$ cat config.mk
export PLATFORM = sky130hd
export DESIGN_NAME = seq_mult_stage
export DESIGN_NICKNAME = d
export VERILOG_FILES = /design/src/rtl/seq_mult_stage.sv
export SDC_FILE = /design/constraint.sdc
export NUM_CORES = 1
export LEC_CHECK = 0
export BUFFER_PORTS_ARGS = -buffer_cell sky130_fd_sc_hd__buf_2
export CORE_MARGIN = 2
export CORE_UTILIZATION = 58
export DETAILED_ROUTE_END_ITERATION = 10
export GPL_TIMING_DRIVEN = 0
export MAX_ROUTING_LAYER = met4
export PLACE_DENSITY = 0.8
export SLEW_MARGIN = 20
export SYNTH_ARGS = -nofsm -noshare
export SYNTH_HDL_FRONTEND = slang
export SYNTH_SLANG_ARGS = --single-unit
$ cat constraint.sdc
create_clock -name clk -period 3.6 [get_ports clk]
set_input_delay 0.18 -clock clk [delete_from_list [all_inputs] [get_ports clk]]
set_output_delay 0.18 -clock clk [all_outputs]
set_load 0.05 [all_outputs]
$ cat src/rtl/seq_mult_stage.sv
// Iterative shift-add multiplier producing (signal_0 * signal_1) mod 2^WIDTH.
// Consumes STEP multiplier bits per cycle; operands and product use valid/ready handshakes.
module seq_mult_stage #(
  parameter int WIDTH = 32,
  parameter int STEP  = 1
) (
  input  logic             clk,
  input  logic             rst_n,
  input  logic             in_valid,
  output logic             in_ready,
  input  logic [WIDTH-1:0] signal_0,
  input  logic [WIDTH-1:0] signal_1,
  output logic             out_valid,
  input  logic             out_ready,
  output logic [WIDTH-1:0] product,
  output logic             busy
);

  localparam int N     = WIDTH / STEP;
  localparam int CNT_W = (N > 1) ? $clog2(N) : 1;
  localparam logic [CNT_W-1:0] CNT_LAST = CNT_W'(N - 1);

  if (!(STEP == 1 || STEP == 2 || STEP == 4 || STEP == 8) || (WIDTH % STEP != 0)) begin : g_bad_param
    $error("seq_mult_stage: STEP must be 1, 2, 4 or 8 and divide WIDTH");
  end

  typedef enum logic [1:0] {IDLE, BUSY, DONE} state_t;

  state_t           state, state_nxt;
  logic [WIDTH-1:0] a, b, acc, partial;
  logic [CNT_W-1:0] cnt;
  logic             accept, last;

  assign out_valid = (state == DONE);
  assign busy      = (state == BUSY);
  // Gated by rst_n so in_ready stays low while reset is held, even though state reads IDLE.
  assign in_ready  = rst_n && ((state == IDLE) || ((state == DONE) && out_ready));
  assign accept    = in_valid && in_ready;
  assign last      = (cnt == CNT_LAST);

  // Partial product a * b[STEP-1:0] built from shifted copies of a; bits shifted past WIDTH drop out.
  always_comb begin
    // NOTE: every variable written in a combinational block gets a default first, so no latch is inferred.
    partial = '0;
    for (int i = 0; i < STEP; i++) begin
      if (b[i]) partial = partial + (a << i);
    end
  end

  always_comb begin
    state_nxt = state;
    case (state)
      IDLE:    if (accept) state_nxt = BUSY;
      BUSY:    if (last) state_nxt = DONE;
      DONE:    if (out_ready) state_nxt = accept ? BUSY : IDLE;
      default: state_nxt = IDLE;
    endcase
  end

  always_ff @(posedge clk or negedge rst_n) begin
    if (!rst_n) begin
      state   <= IDLE;
      a       <= '0;
      b       <= '0;
      acc     <= '0;
      cnt     <= '0;
      product <= '0;
    end else begin
      // NOTE: sequential state uses non-blocking assignments so every register samples pre-edge values.
      state <= state_nxt;
      if (accept) begin
        a   <= signal_0;
        b   <= signal_1;
        acc <= '0;
        cnt <= '0;
      end else if (state == BUSY) begin
        acc <= acc + partial;
        a   <= a << STEP;
        b   <= b >> STEP;
        cnt <= cnt + 1'b1;
        // product only changes on entry to DONE, so it holds the last delivered result otherwise.
        if (last) product <= acc + partial;
      end
    end
  end

endmodule

# Word-level counts from Yosys, hierarchy flattened
# Cells that the tools add are included.
[totals] wordCells=37 regBits=135 inputBits=68 out_inout_bits=35
[op_classes] n_addsub=2 bitwise=1 mux=14 reduce_logical=8 n_eq_ne=6
[op_table] cell="$mux W32" count=7
[op_table] cell="$add A32 B32 Y32" count=1
[op_table] cell="$mux W5" count=2
[op_table] cell="$mux W2" count=3
[op_table] cell="$pmux W2 S3" count=1
[op_table] cell="$reduce_and A3 Y1" count=2
[op_table] cell="$add A5 B1 Y5 const B" count=1
[op_table] cell="$eq A5 B5 Y1 const B" count=1
[op_table] cell="$ne A2 B1 Y1 const B" count=2
[op_table] cell="$logic_and A1 B1 Y1" count=3
[op_table] cell="$eq A2 B1 Y1 const B" count=1
[op_table] cell="$eq A2 B2 Y1 const B" count=1
[op_table] cell="$logic_not A2 Y1" count=1
[op_table] cell="$ne A2 B2 Y1 const B" count=1
[op_table] cell="$reduce_bool A2 Y1" count=1
[op_table] cell="$logic_or A1 B1 Y1" count=1
[op_table] cell="$mux W1" count=1
[op_table] cell="$not A1 Y1" count=1

# Logic depth before layout (Yosys ltp)
# Gate-level depths: netlist (run 1).
[logic_depth] depth_word=8 mapped_depth=11 depth_no_buf=10

# Worst setup path after synthesis (run 1)
# OpenSTA, ideal clock, no wires.
[synth_timing] path_type="reg-to-reg" start="register b[0]" end="register acc[23]" synth_period_minus_slack_ps=2771 path_stages_with_launch=11 setup_time_ps=122 arrival_time_ps=2649 path_slack_ps=829 t_required_ps=3478 cell_sequence="dfrtp_1 > clkbuf_1 > and2_1 > ha_1 > o21ai_0 > a2111oi_2 > a221o_2 > o21ai_2 > a211oi_1 > or3_1 > a32o_1"
[synth_via] elab_chain_cells=4
[synth_rtl] element="start, declared" line_no="30" source="logic [WIDTH-1:0] a, b, acc, partial;"
[synth_rtl] element="start signal, assigned" line_no="73" source="b <= signal_1;"
[synth_rtl] element="start signal, assigned" line_no="79" source="b <= b >> STEP;"
[synth_rtl] element="$mux W32" line_no="46" source="if (b[i]) partial = partial + (a << i);"
[synth_rtl] element="$add A32 B32 Y32" line_no="77" source="acc <= acc + partial;"
[synth_rtl] element="$mux W32" line_no="76" source="end else if (state == BUSY) begin"
[synth_rtl] element="$mux W32" line_no="71" source="if (accept) begin"
[synth_rtl] element="end signal, assigned" line_no="77"
[synth_rtl] element="end, declared" line_no="30"
# No other way between the ends. The select of a mux whose other input is x is not followed.
# A chain may end at the register's enable or synchronous reset.

# Worst setup path after layout (run 1)
# Same ends and word-level chain as after synthesis.

==> flow_summary.toml, run 1 <==
[cts]
cts_tree = "built"
post_cts_buffers = 0
clk_path_buf_depth = 2
clk_pin_slew_ns = 0.06
cts_made_buffers = 17
htree_levels = 4
clock_latency_ns = 0.43
postCtsHoldBufs = 62
clock-sinks = 135
cts_root_buf = "clkbuf_16"
ctsResizeCount = 0

[routing]
drc = 0
drt-pass1-iter-count = 6
drt_iter0_drc = 610
wl_per_cell_um = 17.7
via_count = 7082
ant_nets = 0
drt-total-wl_mm = 21.2
routed_via_density = 5.91

[setup_path]
critPathRequiredTime_ns = 3.91
critPathKind = "register to register"
crit_path_cell_trace = "clkbuf_1 > and2_1 > ha_1 > o21ai_0 > o2111ai_1 > a221o_2 > o21ai_2 > a211oi_1 > or3_1 > a32o_1"
cp_top_family = "compound AO/OA/AOI/OAI gates"
critPathMaxFanout = 10
cp.arrival_ns = 3.80
r2r_cells = 10
rr_endpoint = "acc[23]"
critPathMaxStageDelay_ns = 0.50
cp_num_buf_inv = 1
startpoint_type = "register"
r2r_slack_ns = 0.12
end_kind = "register"
rr_startpoint = "b[0]"
cpMaxStageDelayCell = "dfrtp_1"

[floorplan]
io_pins = 103
die_area_um2 = 13800
rows = 41
initial_core_util = 0.593
fp.coreArea_um2 = 12600
die_x_um = 118
dieHeight_um = 118

[final_layout]
syn_to_final_growth_pct = 26.3
fin_cells = 1198
final_nets = 1115
fin_util = 0.748
fin_area_um2 = 9450
layout-drive-gt1-share = 0.154
n_antenna_cell = 0

[flow_run]
cap_violations = 0

[sta]
worst_slew_margin_rel = 0.269
finClkSkew_ns = 0.0134
finalCritPeriodShare = 0.967
tightest_slew_ns = 1.09
setup-violations-final = 0
slew_violations = 0
max_freq_mhz = 287
hold_violations = 0
rsz0062_at_grt = "no"
fin_crit_ns = 3.48

[global_routing]
grtUsageMet2 = 0.507
grt.total_usage = 0.329
grt_remaining_overflow = 0
grt_max_degree = 96
antenna_found_initial = 0
grt_pass1_wl_mm = 34.9
use_met1 = 0.424
grt_use_met3 = 0.0659
first_global_vias = 7046
busiest_layer = "met2"

[logic_synthesis]
ys_seq_area_frac = 0.452
yosys.area.top_type_share = 0.452
yosysMostFrequentCell = "nand2_1"
synth.distinct_cells = 61
avgSynthCellArea_um2 = 9.02
ys_warn_count = 0
synth_top_family_by_area = "simple AND/OR/NAND/NOR gates"
synthTopCellsByCount = "nand2_1 (200), dfrtp_1 (135), a22oi_1 (61)"
synth_edf_count = 0
synth-simple-area-share = 0.213
syn_area_um2 = 7480
yosys.area.top_type = "dfrtp_1"
synthAdderAreaFrac = 0.0579
synthArstFlopShare = 1.00
synth_compound_area_frac = 0.207
synth.ff_latch_count = 135
yosys-mux-area-fraction = 0.0174
ys.flop_type = "dfrtp_1"
postSynthNetCount = 931
postSynthCellCount = 829
synth-xor-area-share = 0.0246
ys_top_cells_by_area = "dfrtp_1 (45%), nand2_1 (10%), a22oi_1 (6.1%)"

[power]
total_power_mw = 7.92
p_per_area_nw_per_um2 = 838
p_leak_nw = 4.65
ir_worst_vdd_mv = 0.451

[outcome]
run_status = "completed"

[placement]
dpl_cell_area_um2 = 8240
place_congestion = 0.923
io_buffer_count = 102
dpl.hpwl_mm = 14.4
placed_cells = 1104

[worst_hold_path]
hold_path_depth = 3
worstHoldPathType = "primary input to register"
hp-start = "signal_0[3]"
whs_endpoint = "a[3]"
kinds of logic after synthesis:
logic type,after synthesis
buf+inv,56
fa+ha+maj,34
compound gates,224
xor+xnor,21
mux,12
flops,135
simple gates,347
sequential cells by signal, summed over array words and instances, names as in the netlist:
name     flops
acc         32
cnt          5
state        2
product     32
b           32
a           32
cell type report:
type | instances | area, um2
multi-input cells | 638 | 3890
flip-flops and latches | 135 | 3380
fillers | 927 | 3170
repair buffers | 165 | 1170
clock buffers | 21 | 460
well taps | 172 | 215
plain buffers | 48 | 181
clock inverters | 11 | 124
inverters | 8 | 30.0
worst reg2reg max path: cells and delay by family (launching register included):
kind	cells	cell delay (ns)
AOI/OAI and AO/OA	6	1.65
adders and majority gates	1	0.30
buffers and inverters	1	0.29
DFF	1	0.50
and+or+nand+nor	2	0.62
routing by layer:
metal  share of wire  vias up
met3           0.066       72
li1                -     3359
met4           0.040        0
met5               0        -
met1            0.43     3354
met2            0.46      297
through the flow:
stage / setup WS (ns) / TNS (ns) / hold slack (ns)
detailed placement: 0.256 / 0 / 0.0858
finish: 0.119 / 0 / 0.0182
global placement: -1.08 / -80.01 / 0.381
CTS: 0.210 / 0 / 0.00292
global route: 0.0395 / 0 / 0.0284
floorplan: 0.829 / 0 / -0.116
report_power, final:
part / switching, mW / total, mW / internal (mW)
clock network: 0.685 / 1.74 / 1.06
registers: 0.408 / 2.54 / 2.13
logic: 2.33 / 3.64 / 1.31
total: 3.43 / 7.92 / 4.49
cell usage in the layout (no fill, tap or decap), types with 29 or more instances in the layout:
cell type,count
dlygate4sd3_1,62
nand2_1,200
nand3_1,29
dfrtp_1,135
and2_1,44
a21oi_1,38
o21ai_0,44
a22oi_1,61
clkbuf_1,48
ha_1,33
buf_2,102
worst max path at each step:
| stage | start | to | slack [ns] | depth (start not counted) |
|---|---|---|---|---|
| 3_5_place_dp | b[0] | acc[23] | 0.26 | 10 |
| 5_1_grt | b[0] | acc[23] | 0.04 | 10 |
| 4_1_cts | b[0] | acc[23] | 0.21 | 10 |
| 3_3_place_gp | rst_n | acc[1] | -1.08 | 7 |
| 6_report | b[0] | acc[23] | 0.12 | 10 |
| 2_1_floorplan | b[0] | acc[23] | 0.83 | 10 |
No activity file was read; power rests on OpenSTA's default activity.
==> run 2: changes to the inputs <==
PLACE_DENSITY = 0.77   (was 0.8)
==> run 2 against run 1 <==
Worst hold slack improved by 0.0030 ns. Critical path depth unchanged. Via count decreased by 0.25%. Critical path type unchanged. Largest cell class unchanged. Final cell count about the same. Largest power group unchanged. Register-to-register slack improved by 0.05 ns.
==> flow_summary.toml, run 2 (synthesis gave the netlist of run 1 again) <==
[power]
switching_share = 0.431
seqPwrFrac = 0.317
p_leak_nw = 4.67
power_frac_comb = 0.454
total_power_mw = 8.02
clkPwrFrac = 0.229
netSwitchingPower_mw = 3.46
ir_worst_vdd_mv = 0.522
p_int_mw = 4.57
p_per_area_nw_per_um2 = 846

[floorplan]
initial_core_util = 0.593
fp.coreArea_um2 = 12600
die_x_um = 118
io_pins = 103
die_area_um2 = 13800
dieHeight_um = 118
rows = 41

[setup_path]
critPathMaxStageDelay_ns = 0.50
crit_path_cell_trace = "clkbuf_1 > and2_1 > ha_1 > a211oi_2 > o2111ai_1 > a221o_2 > o21ai_2 > a211oi_1 > or3_1 > a32o_1"
startpoint_type = "register"
cp.arrival_ns = 3.74
critPathRequiredTime_ns = 3.91
critPathKind = "register to register"
cpMaxStageDelayCell = "dfrtp_1"
end_kind = "register"
critPathMaxFanout = 10

[sta]
rsz0062_at_grt = "no"
worst_slew_margin_rel = 0.347
fin_crit_ns = 3.43
hold_violations = 0
finalCritPeriodShare = 0.953
slew_violations = 0
setup-violations-final = 0
finClkSkew_ns = 0.00866
max_freq_mhz = 292
hold_slack_ns = 0.0212
tightest_slew_ns = 0.976

[routing]
drt-pass1-iter-count = 5
via_count = 7064
routed_via_density = 5.89
wl_per_cell_um = 18.0
ant_nets = 0
drt_iter0_drc = 582
drt-total-wl_mm = 21.6
drc = 0

[global_routing]
grt_pass1_wl_mm = 34.9
grtUsageMet2 = 0.514
busiest_layer = "met2"
grt_use_met3 = 0.0712
grt_max_degree = 78
use_met1 = 0.421
grt_remaining_overflow = 0
antenna_found_initial = 1
grt.total_usage = 0.329
first_global_vias = 6897

[final_layout]
syn_to_final_growth_pct = 26.9
fin_area_um2 = 9490
final_nets = 1115
num-fill-cells = 907
fin_util = 0.752
layout-drive-gt1-share = 0.156
layout_common_cells = "nand2_1 (200), dfrtp_1 (135), buf_2 (102)"
final_common_cell = "nand2_1"
fin_cells = 1199

[placement]
io_buffer_count = 102
dpl.hpwl_mm = 14.2
placed_cells = 1104
dpl_cell_area_um2 = 8240
place_congestion = 0.920

[worst_hold_path]
worstHoldPathType = "primary input to register"

[outcome]
run_status = "completed"

[cts]
ctsResizeCount = 0
clk_pin_slew_ns = 0.06
cts_root_buf = "clkbuf_16"
clk_path_buf_depth = 2
htree_levels = 4
cts_made_buffers = 17
clock-sinks = 135
cts_tree = "built"
clock_latency_ns = 0.43

[flow_run]
cap_violations = 0
## run 2: worst paths after layout
check | slack (ns) | startpoint | cells past startpoint | end
setup / recovery | 0.17 | b[0] | 10 | acc[23]
hold / removal | 0.02 | signal_0[24] | 3 | a[24]
setup reg to reg | 0.17 | b[0] | 10 | acc[23]
hold reg to reg | 0.47 | product[1] | 2 | product[1]
max in group asynchronous | 2.57 | rst_n | 3 | a[23]
min in group asynchronous | 0.30 | rst_n | 2 | product[3]
## run 2: cell type report
cell class                 instances  area [um2]  share of cell area
buffer                            48         181              0.0191
tap                              172         215              0.0227
timing repair buffer             165        1170               0.123
inverter                           8        30.0             0.00317
multi-input combinational        638        3890               0.410
clock inverter                    13         169              0.0178
clock buffer                      19         453              0.0478
sequential                       135        3380               0.356
antenna                            1        2.50            0.000264
## run 2: repair_timing
item                                   CTS  global route
endpoints found under the hold margin  119             0
buffers inserted                         0             0
hold buffers                            62             0
## run 2: metrics by stage
| stage | setup slack (ns) | setup TNS, ns |
|---|---|---|
| after floorplan | 0.829 | 0 |
| after global placement | -1.10 | -83.31 |
| after detailed placement | 0.288 | 0 |
| after CTS | 0.255 | 0 |
| after global routing | 0.0507 | 0 |
| final | 0.171 | 0 |
## run 2: routing by layer
layer	wire length [um]	up-vias
met1	9250	3378
met2	10200	270
li1	-	3356
met4	697	0
met5	0	-
met3	1390	60
## run 2: power groups by stage
stage	clock network [mW]	registers (mW)	logic, mW
floorplan	0	2.73	2.37
global placement	0	2.51	3.41
detailed placement	0	2.52	3.50
CTS	1.86	2.51	3.57
global route	1.92	2.60	4.04
finish	1.84	2.54	3.64
## run 2: critical path: cells and delay by family (launching register included)
kind / cells / cell delay [ns]
AOI/OAI and AO/OA: 6 / 1.60
and+or+nand+nor: 2 / 0.63
DFF: 1 / 0.50
buffers and inverters: 1 / 0.31
adders and majority gates: 1 / 0.27
